[src/rtl/pred_pmu_pkg.sv]
// Shared types and constants for the prediction-counter measurement controller.
package pred_pmu_pkg;

    localparam int unsigned DEF_WIN_W = 32;
    localparam int unsigned DEF_N_CNT = 4;
    localparam int unsigned DEF_CNT_W = 32;

    // Counter slots inside the packed cnt_in bus
    localparam int unsigned CNT_BR        = 0;
    localparam int unsigned CNT_BR_WRONG  = 1;
    localparam int unsigned CNT_JAL       = 2;
    localparam int unsigned CNT_JAL_WRONG = 3;

    typedef enum logic [2:0] {
        ST_IDLE   = 3'd0,
        ST_CLR    = 3'd1,
        ST_RUN    = 3'd2,
        ST_SETTLE = 3'd3,
        ST_DRAIN  = 3'd4
    } pmu_state_e;

    // Index width that stays legal for a single-counter build
    function automatic int unsigned idx_width(input int unsigned n);
        return (n > 1) ? $clog2(n) : 1;
    endfunction

endpackage

[src/rtl/pred_pmu_snap.sv]
// Snapshot register file with read pointer and read mux for the drain port.
module pred_pmu_snap
    import pred_pmu_pkg::*;
#(
    parameter  int unsigned N_CNT = DEF_N_CNT,
    parameter  int unsigned CNT_W = DEF_CNT_W,
    localparam int unsigned IDX_W = idx_width(N_CNT)
) (
    input  logic                   clk,
    input  logic                   rst_n,
    input  logic                   capture,
    input  logic                   advance,
    input  logic [N_CNT*CNT_W-1:0] cnt_in,
    output logic [CNT_W-1:0]       rd_data,
    output logic [IDX_W-1:0]       rd_idx,
    output logic                   rd_last
);

    logic [CNT_W-1:0] snap_q [N_CNT];

    // Capture every counter at once; hold until the next capture
    always_ff @(posedge clk) begin
        if (!rst_n) begin
            for (int k = 0; k < int'(N_CNT); k++) snap_q[k] <= '0;
        end else if (capture) begin
            for (int k = 0; k < int'(N_CNT); k++) snap_q[k] <= cnt_in[k*CNT_W +: CNT_W];
        end
    end

    // Read pointer: rewinds on capture, steps per handshake, wraps after the last word
    always_ff @(posedge clk) begin
        if (!rst_n) begin
            rd_idx <= '0;
        end else if (capture) begin
            rd_idx <= '0;
        end else if (advance) begin
            rd_idx <= rd_last ? '0 : rd_idx + IDX_W'(1);
        end
    end

    assign rd_last = (rd_idx == IDX_W'(N_CNT - 1));
    assign rd_data = snap_q[rd_idx];

endmodule

[src/rtl/pred_pmu_ctrl.sv]
// Measurement-window controller: clear counters, gate feedback for a window,
// snapshot, then drain one word per handshake.
// Optional macro PMU_IRQ_EN adds a sticky window-done interrupt.
module pred_pmu_ctrl
    import pred_pmu_pkg::*;
#(
    parameter  int unsigned WIN_W = DEF_WIN_W,
    parameter  int unsigned N_CNT = DEF_N_CNT,
    parameter  int unsigned CNT_W = DEF_CNT_W,
    localparam int unsigned IDX_W = idx_width(N_CNT)
) (
    input  logic                   clk,
    input  logic                   rst_n,
    input  logic                   cfg_start,
    input  logic                   cfg_stop,
    input  logic [WIN_W-1:0]       cfg_window,
    input  logic                   fb_valid_i,
    output logic                   fb_valid_o,
    output logic                   pmu_rst_n_o,
    input  logic [N_CNT*CNT_W-1:0] cnt_in,
    output logic                   rd_valid,
    input  logic                   rd_ready,
    output logic [CNT_W-1:0]       rd_data,
    output logic [IDX_W-1:0]       rd_idx,
    output logic                   rd_last,
    output logic                   busy,
    output logic                   irq,
    input  logic                   irq_clr
);

    pmu_state_e       state_q, state_d;
    logic [WIN_W-1:0] win_len_q;
    logic [WIN_W-1:0] win_cnt_q;
    logic             win_expire;
    logic             gate_open;
    logic             in_clr;
    logic             capture;
    logic             rd_fire;
    logic             drain_done;

    // State register
    always_ff @(posedge clk) begin
        if (!rst_n) state_q <= ST_IDLE;
        else        state_q <= state_d;
    end

    // Window length is latched only when a start is accepted
    always_ff @(posedge clk) begin
        if (!rst_n)                              win_len_q <= '0;
        else if (state_q == ST_IDLE && cfg_start) win_len_q <= cfg_window;
    end

    // Cycle counter for the open window; wraps freely when the window is unbounded
    always_ff @(posedge clk) begin
        if (!rst_n)                  win_cnt_q <= '0;
        else if (state_q == ST_CLR)  win_cnt_q <= '0;
        else if (state_q == ST_RUN)  win_cnt_q <= win_cnt_q + WIN_W'(1);
    end

    assign win_expire = (win_len_q != '0) && (win_cnt_q == win_len_q - WIN_W'(1));
    assign rd_fire    = rd_valid & rd_ready;
    assign drain_done = rd_fire & rd_last;

    // Next-state logic
    always_comb begin
        state_d = state_q;
        case (state_q)
            ST_IDLE:   if (cfg_start) state_d = ST_CLR;
            ST_CLR:    state_d = ST_RUN;
            ST_RUN:    if (cfg_stop || win_expire) state_d = ST_SETTLE;
            ST_SETTLE: state_d = ST_DRAIN;
            ST_DRAIN:  if (drain_done) state_d = ST_IDLE;
            default:   state_d = ST_IDLE;
        endcase
    end

    // State-decoded controls
    always_comb begin
        gate_open = 1'b0;
        in_clr    = 1'b0;
        capture   = 1'b0;
        rd_valid  = 1'b0;
        busy      = 1'b1;
        case (state_q)
            ST_IDLE:   busy      = 1'b0;
            ST_CLR:    in_clr    = 1'b1;
            ST_RUN:    gate_open = 1'b1;
            ST_SETTLE: capture   = 1'b1;
            ST_DRAIN:  rd_valid  = 1'b1;
            default:   busy      = 1'b0;
        endcase
    end

    assign fb_valid_o  = fb_valid_i & gate_open;
    assign pmu_rst_n_o = rst_n & ~in_clr;

    pred_pmu_snap #(
        .N_CNT (N_CNT),
        .CNT_W (CNT_W)
    ) u_snap (
        .clk     (clk),
        .rst_n   (rst_n),
        .capture (capture),
        .advance (rd_fire),
        .cnt_in  (cnt_in),
        .rd_data (rd_data),
        .rd_idx  (rd_idx),
        .rd_last (rd_last)
    );

`ifdef PMU_IRQ_EN
    logic irq_q;

    // Sticky done flag; a new completion beats a simultaneous clear
    always_ff @(posedge clk) begin
        if (!rst_n)          irq_q <= 1'b0;
        else if (drain_done) irq_q <= 1'b1;
        else if (irq_clr)    irq_q <= 1'b0;
    end

    assign irq = irq_q;
`else
    logic unused_irq_clr;
    assign unused_irq_clr = irq_clr;
    assign irq            = 1'b0;
`endif

endmodule
[config.mk]
export PLATFORM = sky130hd
export DESIGN_NAME = pred_pmu_ctrl
export DESIGN_NICKNAME = d
export VERILOG_FILES = /design/src/rtl/pred_pmu_pkg.sv /design/src/rtl/pred_pmu_snap.sv /design/src/rtl/pred_pmu_ctrl.sv
export SDC_FILE = /design/constraint.sdc
export NUM_CORES = 1
export LEC_CHECK = 0
export CORE_MARGIN = 5
export CORE_UTILIZATION = 25
export CTS_CLUSTER_SIZE = 28
export DETAILED_ROUTE_END_ITERATION = 12
export HOLD_SLACK_MARGIN = 0.03
export PLACE_DENSITY_LB_ADDON = 0.08
export SKIP_LAST_GASP = 1
export SLEW_MARGIN = 25
export SYNTH_ARGS = -nofsm -noshare
export SYNTH_HDL_FRONTEND = slang
export SYNTH_SLANG_ARGS = --single-unit
[constraint.sdc]
create_clock -name clk -period 4.35 [get_ports clk]
set_clock_uncertainty 0.2 [all_clocks]
set_input_delay 0.6525 -clock clk [delete_from_list [all_inputs] [get_ports clk]]
set_output_delay 0.6525 -clock clk [all_outputs]
set_load 0.05 [all_outputs]
==> results_dict.tcl, run 1 <==
set metrics [dict create \
    synth_cells 834 \
    die-width_um 206 \
    synth_seq_cells 199 \
    worst_setup_path_end_kind "primary output" \
    startpoint "state_q[1]" \
    synth-warning-count 0 \
    fill_cells 3930 \
    routed_wl_um 27200 \
    numCtsBuffers 17 \
    ioPinCount 207 \
    critical_path.slowest_cell "clkdlybuf4s50_1" \
    synth_compound_area_share_pct 6.38 \
    setup_violations 0 \
    final.min_clock_period_ns 3.52 \
    fmax_mhz 284 \
    vias_per_cell 4.36 \
    yosys.area_share.adder_pct 0.519 \
    cp-start-kind "flip-flop" \
    yosys.area_share.simple_pct 20.9 \
    synth_xor_area_share_pct 6.68 \
    synth_cell_type_count 64 \
    crit_chain "nor3b_1, and2_1, clkdlybuf4s50_1" \
    htree_levels 4 \
    crit_family "simple AND/OR/NAND/NOR gates" \
    critPathKind "reg2out" \
    drive_gt1_share_pct 9.04 \
    coreArea_um2 38500 \
    antenna_left 0 \
    antenna_found_initial 0 \
    grt-ovfl-total 0 \
    slowest_delay_ns 0.80 \
    port_buffers 204 \
    grt_pass1_vias 6569 \
    dr.pass1.iters 4 \
    worst_slew_pin_slew_ns 0.710 \
    post-cts-setup-buffers 0 \
    synth_nets 1005 \
    post-route-period-util_pct 81.0 \
    area_growth_pct 33.5 \
    cts.clk_slew.worst_paths_ns 0.07 \
    grt_first_pass_wirelength_um 40600 \
    setup_tns_ns 0 \
    syn_avg_cell_area_um2 11.6 \
    drv_slew 0 \
    slew_headroom_pct 52.3 \
    crit_fanout 12 \
    drc 0 \
    r2r-start "win_len_q[0]" \
    die_y_um 206 \
    multiInputGateArea_um2 4160 \
    grt_max_degree 72 \
    synthesis.area_um2 9650 \
    num_rows 72 \
    dieArea_um2 42600 \
    p_leak_uw 0.00450 \
    hold_buffers 0 \
    status "completed" \
    hp-class "reg2reg" \
    synth_flop_cell "edfxtp_1" \
    vias 6742 \
    drtIter0Drc 324 \
    setup_ws_ns 0.826 \
    wl_per_cell_um 17.5 \
    synth.area.mux_share_pct 8.22 \
    ctsResizeCount 0 \
    cts_root_buffer "clkbuf_16" \
    yosysSeqAreaShare_pct 54.6 \
    max-cap-violations 0 \
    clock_path_buffers 2 \
    clk_latency_ns 0.44 \
    crit_required_ns 3.50 \
    synth_edf_count 128 \
    routabilityCongestion 0.747 \
    async_flop_share_pct 0 \
    finalHoldViolations 0 \
    synth_top_family_by_area "simple AND/OR/NAND/NOR gates" \
    cts_sinks 199 \
    arrival_ns 2.67 \
    grt_setup_unrepaired "false" \
    ff_latch_area_um2 5270 \
    nets 1187 \
    start_util_pct 25.1 \
    hp-start "win_len_q[19]" \
    dp_hpwl_um 19100 \
    cts_tree "done" \
    grt.total_usage_pct 12.5 \
    vdd_drop_max_v 0.000270 \
    pre_cts_slack_ns 1.04 \
    power_density_nw_per_um2 360 \
    crit_buf_inv 1 \
    regToRegSetupSlack_ns 1.36 \
]
==> synth_stat cells, drive strengths merged, types with 2 or more instances <==
library cell	number	area, um^2
and2	132	826
edfxtp	128	3840
nand2	97	364
dfxtp	71	1420
nor2	50	188
clkbuf	44	165
xnor2	40	350
a21boi	36	270
mux4	32	721
xor2	31	272
nor4	15	128
nand4	14	103
nand3	13	65.1
nor3	13	70.1
inv	11	41.3
o21ai	11	55.1
and3	9	56.3
buf	9	55.1
a21oi	5	25.0
mux2i	5	50.1
ha	4	50.1
nor3b	4	30.0
o211ai	4	30.0
or3	4	25.0
a32oi	3	26.3
nor2b	3	18.8
nor4b	3	26.3
o31ai	3	27.5
or4	3	22.5
a22oi	2	15.0
a31oi	2	12.5
and4	2	17.5
mux2	2	22.5
nand2b	2	12.5
nand3b	2	15.0
nand4b	2	17.5
o2111a	2	22.5
o311ai	2	17.5
or2	2	12.5
==> routing by layer <==
metal	GRT usage (%)	part of all wire (%)	vias to the layer above
met1	17.8	48	3263
li1	-	-	3324
met2	19.4	46	142
met3	2.57	5.4	13
met5	0	0	-
met4	3.42	1.1	0
==> flip-flops by register name, summed over array words and instances, names as in the netlist, named ones only <==
| signal | count |
|---|---|
| u_snap.snap_q | 128 |
| u_snap.rd_idx | 2 |
| win_cnt_q | 32 |
| win_len_q | 32 |
| state_q | 3 |
==> path summary, 6_finish.rpt <==
kind | to | cells after the start
setup / recovery | fb_valid_o | 3
hold / removal | win_len_q[19] | 2
setup reg to reg | state_q[0] | 8
hold reg to reg | win_len_q[19] | 2
==> logic make-up after synthesis <==
| logic type | Yosys count |
|---|---|
| AND/OR/NAND/NOR | 372 |
| flip-flops | 199 |
| AO/OA/AOI/OAI | 83 |
| XOR/XNOR | 72 |
| buffers and inverters | 64 |
| multiplexers | 39 |
| adder cells (fa/ha/maj) | 4 |
| other | 1 |
==> report_power, final <==
group          switching, uW  leakage, uW  internal [uW]
clock                    779     0.000289            863
combinational            423      0.00231            381
sequential              81.1      0.00190           2110
==> layout make-up <==
class                      instances  share of cell area (%)
tap                              518                    5.03
timing repair buffer             216                    16.9
clock inverter                    15                    1.26
sequential                       199                    40.9
clock buffer                      17                    3.30
multi-input combinational        571                    32.3
antenna                            1                  0.0194
inverter                          11                   0.320
==> per-stage QoR <==
stage / std cells / total power (uW) / hold slack (ns) / instance area (um^2) / utilization (%)
final: 1548 / 4640 / 0.300 / 12900 / 33.5
after detailed placement: 1515 / 3060 / 0.293 / 12300 / 32.0
after global routing: 1547 / 4870 / 0.330 / 12900 / 33.5
after CTS: 1547 / 4740 / 0.303 / 12900 / 33.5
after global placement: 1515 / 3060 / 0.294 / 12300 / 32.0
after floorplan: 834 / 2710 / 0.268 / 9650 / -
==> cells in the final DEF, fill, tap and decap left out, drive strengths merged, types with 3 or more instances in the layout <==
master / count
and2: 132
nor4b: 3
clkdlybuf4s50: 203
nand2: 97
o31ai: 3
clkbuf: 17
dfxtp: 71
and3: 9
mux4: 32
inv: 18
or3: 4
a32oi: 3
ha: 4
nand3: 13
nor2b: 3
a21boi: 36
edfxtp: 128
clkinv: 5
buf: 13
or4: 3
nor4: 15
nor3b: 4
xor2: 31
o211ai: 4
nor2: 50
nand4: 14
nor3: 13
xnor2: 40
mux2i: 5
o21ai: 11
a21oi: 5
==> worst register-to-register path, delay by kind of cell, from the launching register on <==
kind | cells | cell delay, ns
flops | 1 | 0.51
fa+ha+maj | 1 | 0.42
simple gates | 2 | 0.59
compound gates | 3 | 0.84
xor+xnor | 1 | 0.24
buf+inv | 1 | 0.11
No activity file was read; power rests on OpenSTA's default activity.
==> run 2: changes to the inputs <==
==> constraint.sdc (replaced) <==
create_clock -name clk -period 2.8 [get_ports clk]
set_clock_uncertainty 0.2 [all_clocks]
set_input_delay 0.42 -clock clk [delete_from_list [all_inputs] [get_ports clk]]
set_output_delay 0.42 -clock clk [all_outputs]
set_load 0.05 [all_outputs]
==> run 2 against run 1 <==
  * Sequential share of layout area decreased by 1.8 points
  * Worst setup slack got worse by 0.64 ns
  * Cell count increased by 1.9%
  * Via count increased by 2.1%
  * Worst hold slack got worse by 0.00090 ns
  * Routed wire length increased by 2.1%
  * Non-clock buffer count increased by 31
==> results_dict.tcl, run 2 (synthesis gave the netlist of run 1 again) <==
set metrics [dict create \
    routabilityCongestion 0.771 \
    grt-ovfl-total 0 \
    cp_common_cell "buf_12" \
    status "completed" \
    cts_root_buffer "clkbuf_16" \
    dieArea_um2 42600 \
    grt.total_usage_pct 12.9 \
    vdd_drop_max_v 0.000380 \
    power_density_nw_per_um2 534 \
    combPwrFrac_pct 20.1 \
    max-cap-violations 0 \
    setup_violations 0 \
    largestRegisters "u_snap.snap_q (128), win_cnt_q (32), win_len_q (32)" \
    worst_setup_path_end_kind "primary output" \
    drive_gt1_share_pct 14.7 \
    crit_fanout 18 \
    cts_tree "done" \
    antenna_left 0 \
    worst_slew_pin_slew_ns 0.580 \
    p_leak_uw 0.00482 \
    wl_per_cell_um 17.6 \
    critPathKind "reg2out" \
    ioPinCount 207 \
    slowest_delay_ns 0.56 \
    port_buffers 204 \
    num_rows 72 \
    largest_reg_flops 128 \
    drc 0 \
    setup_tns_ns 0 \
    post-route-period-util_pct 93.3 \
    grt_pass1_vias 7007 \
    routed_wl_um 27700 \
    slew_headroom_pct 61.2 \
    cts.clk_slew.worst_paths_ns 0.07 \
    coreArea_um2 38500 \
    dp_cells 1546 \
    area_growth_pct 39.5 \
    power_frac_seq_pct 47.1 \
    critical_path.slowest_cell "mux4_2" \
    clock_path_buffers 2 \
    die-width_um 206 \
    crit_chain "buf_12, mux4_2, buf_12" \
    htree_levels 4 \
    p_int_uw 5220 \
    clk_latency_ns 0.44 \
    fill_cells 3930 \
    cts_sinks 199 \
    final_cell_mix "168 x clkdlybuf4s50_1, 132 x and2_1, 128 x edfxtp_1" \
    final.min_clock_period_ns 2.61 \
    nets 1218 \
    dr.pass1.iters 4 \
    p_switching_uw 1960 \
    switching_share_pct 27.3 \
    finalHoldViolations 0 \
    totalPowerFinal_uw 7180 \
    regMostFlops "u_snap.snap_q" \
    grt_setup_unrepaired "false" \
    drv_slew 0 \
    cp-start-kind "flip-flop" \
    p_clk_share_pct 32.7 \
    drtIter0Drc 315 \
    arrival_ns 1.99 \
    vias 6882 \
    grt_first_pass_wirelength_um 41600 \
    die_y_um 206 \
    grt_max_degree 81 \
    antenna_found_initial 2 \
    numCtsBuffers 17 \
    dp_hpwl_um 20200 \
    mostFrequentLayoutCell "clkdlybuf4s50_1" \
    hp-class "reg2reg" \
    start_util_pct 25.1 \
    stdcell_count 1578 \
    fmax_mhz 383 \
    vias_per_cell 4.36 \
    crit_required_ns 2.18 \
]
-- run 2: cell types whose count changed in the layout (fill, tap and decap cells not counted), moves of 2 or more --
| cell | change |
|---|---|
| clkinv_1 | +2 |
| clkinv_4 | +2 |
| buf_4 | +28 |
| inv_6 | -2 |
| inv_8 | -3 |
| buf_12 | +38 |
| clkdlybuf4s50_1 | -35 |
-- run 2: timing repair --
item	in CTS	in global routing
buffers inserted	0	0
resized for setup	0	2
hold buffers	0	0
setup endpoints to repair	0	1
-- run 2: cell type report --
type | instances | area [um^2] | share of cell area [%]
Clock buffer | 18 | 429 | 3.19
Antenna cell | 1 | 2.50 | 0.0186
Clock inverter | 13 | 106 | 0.790
Inverter | 11 | 41.3 | 0.307
Tap cell | 518 | 648 | 4.81
Timing Repair Buffer | 247 | 2800 | 20.8
Multi-Input combinational cell | 571 | 4170 | 31.0
Sequential cell | 199 | 5270 | 39.1
-- run 2: worst max-delay path: cells and delay by family, from the launching register on --
family / cells / cell delay (ns)
buffers and inverters: 2 / 0.43
multiplexers: 1 / 0.56
flip-flops: 1 / 0.55
-- run 2: power by group through the flow --
stage          Sequential, uW  Combinational, uW  Clock (uW)
2_1_floorplan            3400                796           0
3_3_place_gp             3450               1460           0
3_5_place_dp             3460               1470           0
4_1_cts                  3390               1470        2470
5_1_grt                  3410               1570        2580
6_report                 3390               1450        2350
-- run 2: per-stage QoR --
stage / instance area (um^2) / util [%] / hold slack [ns] / setup slack [ns]
floorplan: 9660 / - / 0.268 / 0.366
global placement: 12900 / 33.6 / 0.296 / 0.248
detailed placement: 12900 / 33.6 / 0.294 / 0.124
CTS: 13500 / 35.0 / 0.297 / 0.0813
global route: 13500 / 35.0 / 0.320 / 0.0215
finish: 13500 / 35.0 / 0.300 / 0.189
-- run 2: final timing paths --
kind | from | endpoint | slack, ns | cells past startpoint
worst min-delay path | win_len_q[7] | win_len_q[7] | 0.30 | 2
worst max register to register | win_len_q[0] | state_q[0] | 0.24 | 8
worst max-delay path | flip-flop | rd_data[28] | 0.19 | 3
worst min register to register | win_len_q[7] | win_len_q[7] | 0.30 | 2
-- run 2: metal layers --
metal,vias up,wire length [um],GRT usage [%]
met5,-,11,0
met4,2,436,4.06
met3,25,1430,2.82
met2,154,12800,20.3
met1,3321,13000,17.7
li1,3380,-,-
==> run 3: changes to the inputs <==
--- a/config.mk
+++ b/config.mk
@@ -7,7 +7,7 @@
 export LEC_CHECK = 0
 export CORE_MARGIN = 5
 export CORE_UTILIZATION = 25
-export CTS_CLUSTER_SIZE = 28
+export CTS_CLUSTER_SIZE = 40
 export DETAILED_ROUTE_END_ITERATION = 12
 export HOLD_SLACK_MARGIN = 0.03
 export PLACE_DENSITY_LB_ADDON = 0.08
==> results of run 3 <==
Final layout, timing and power as in run 2 (identical DEF).
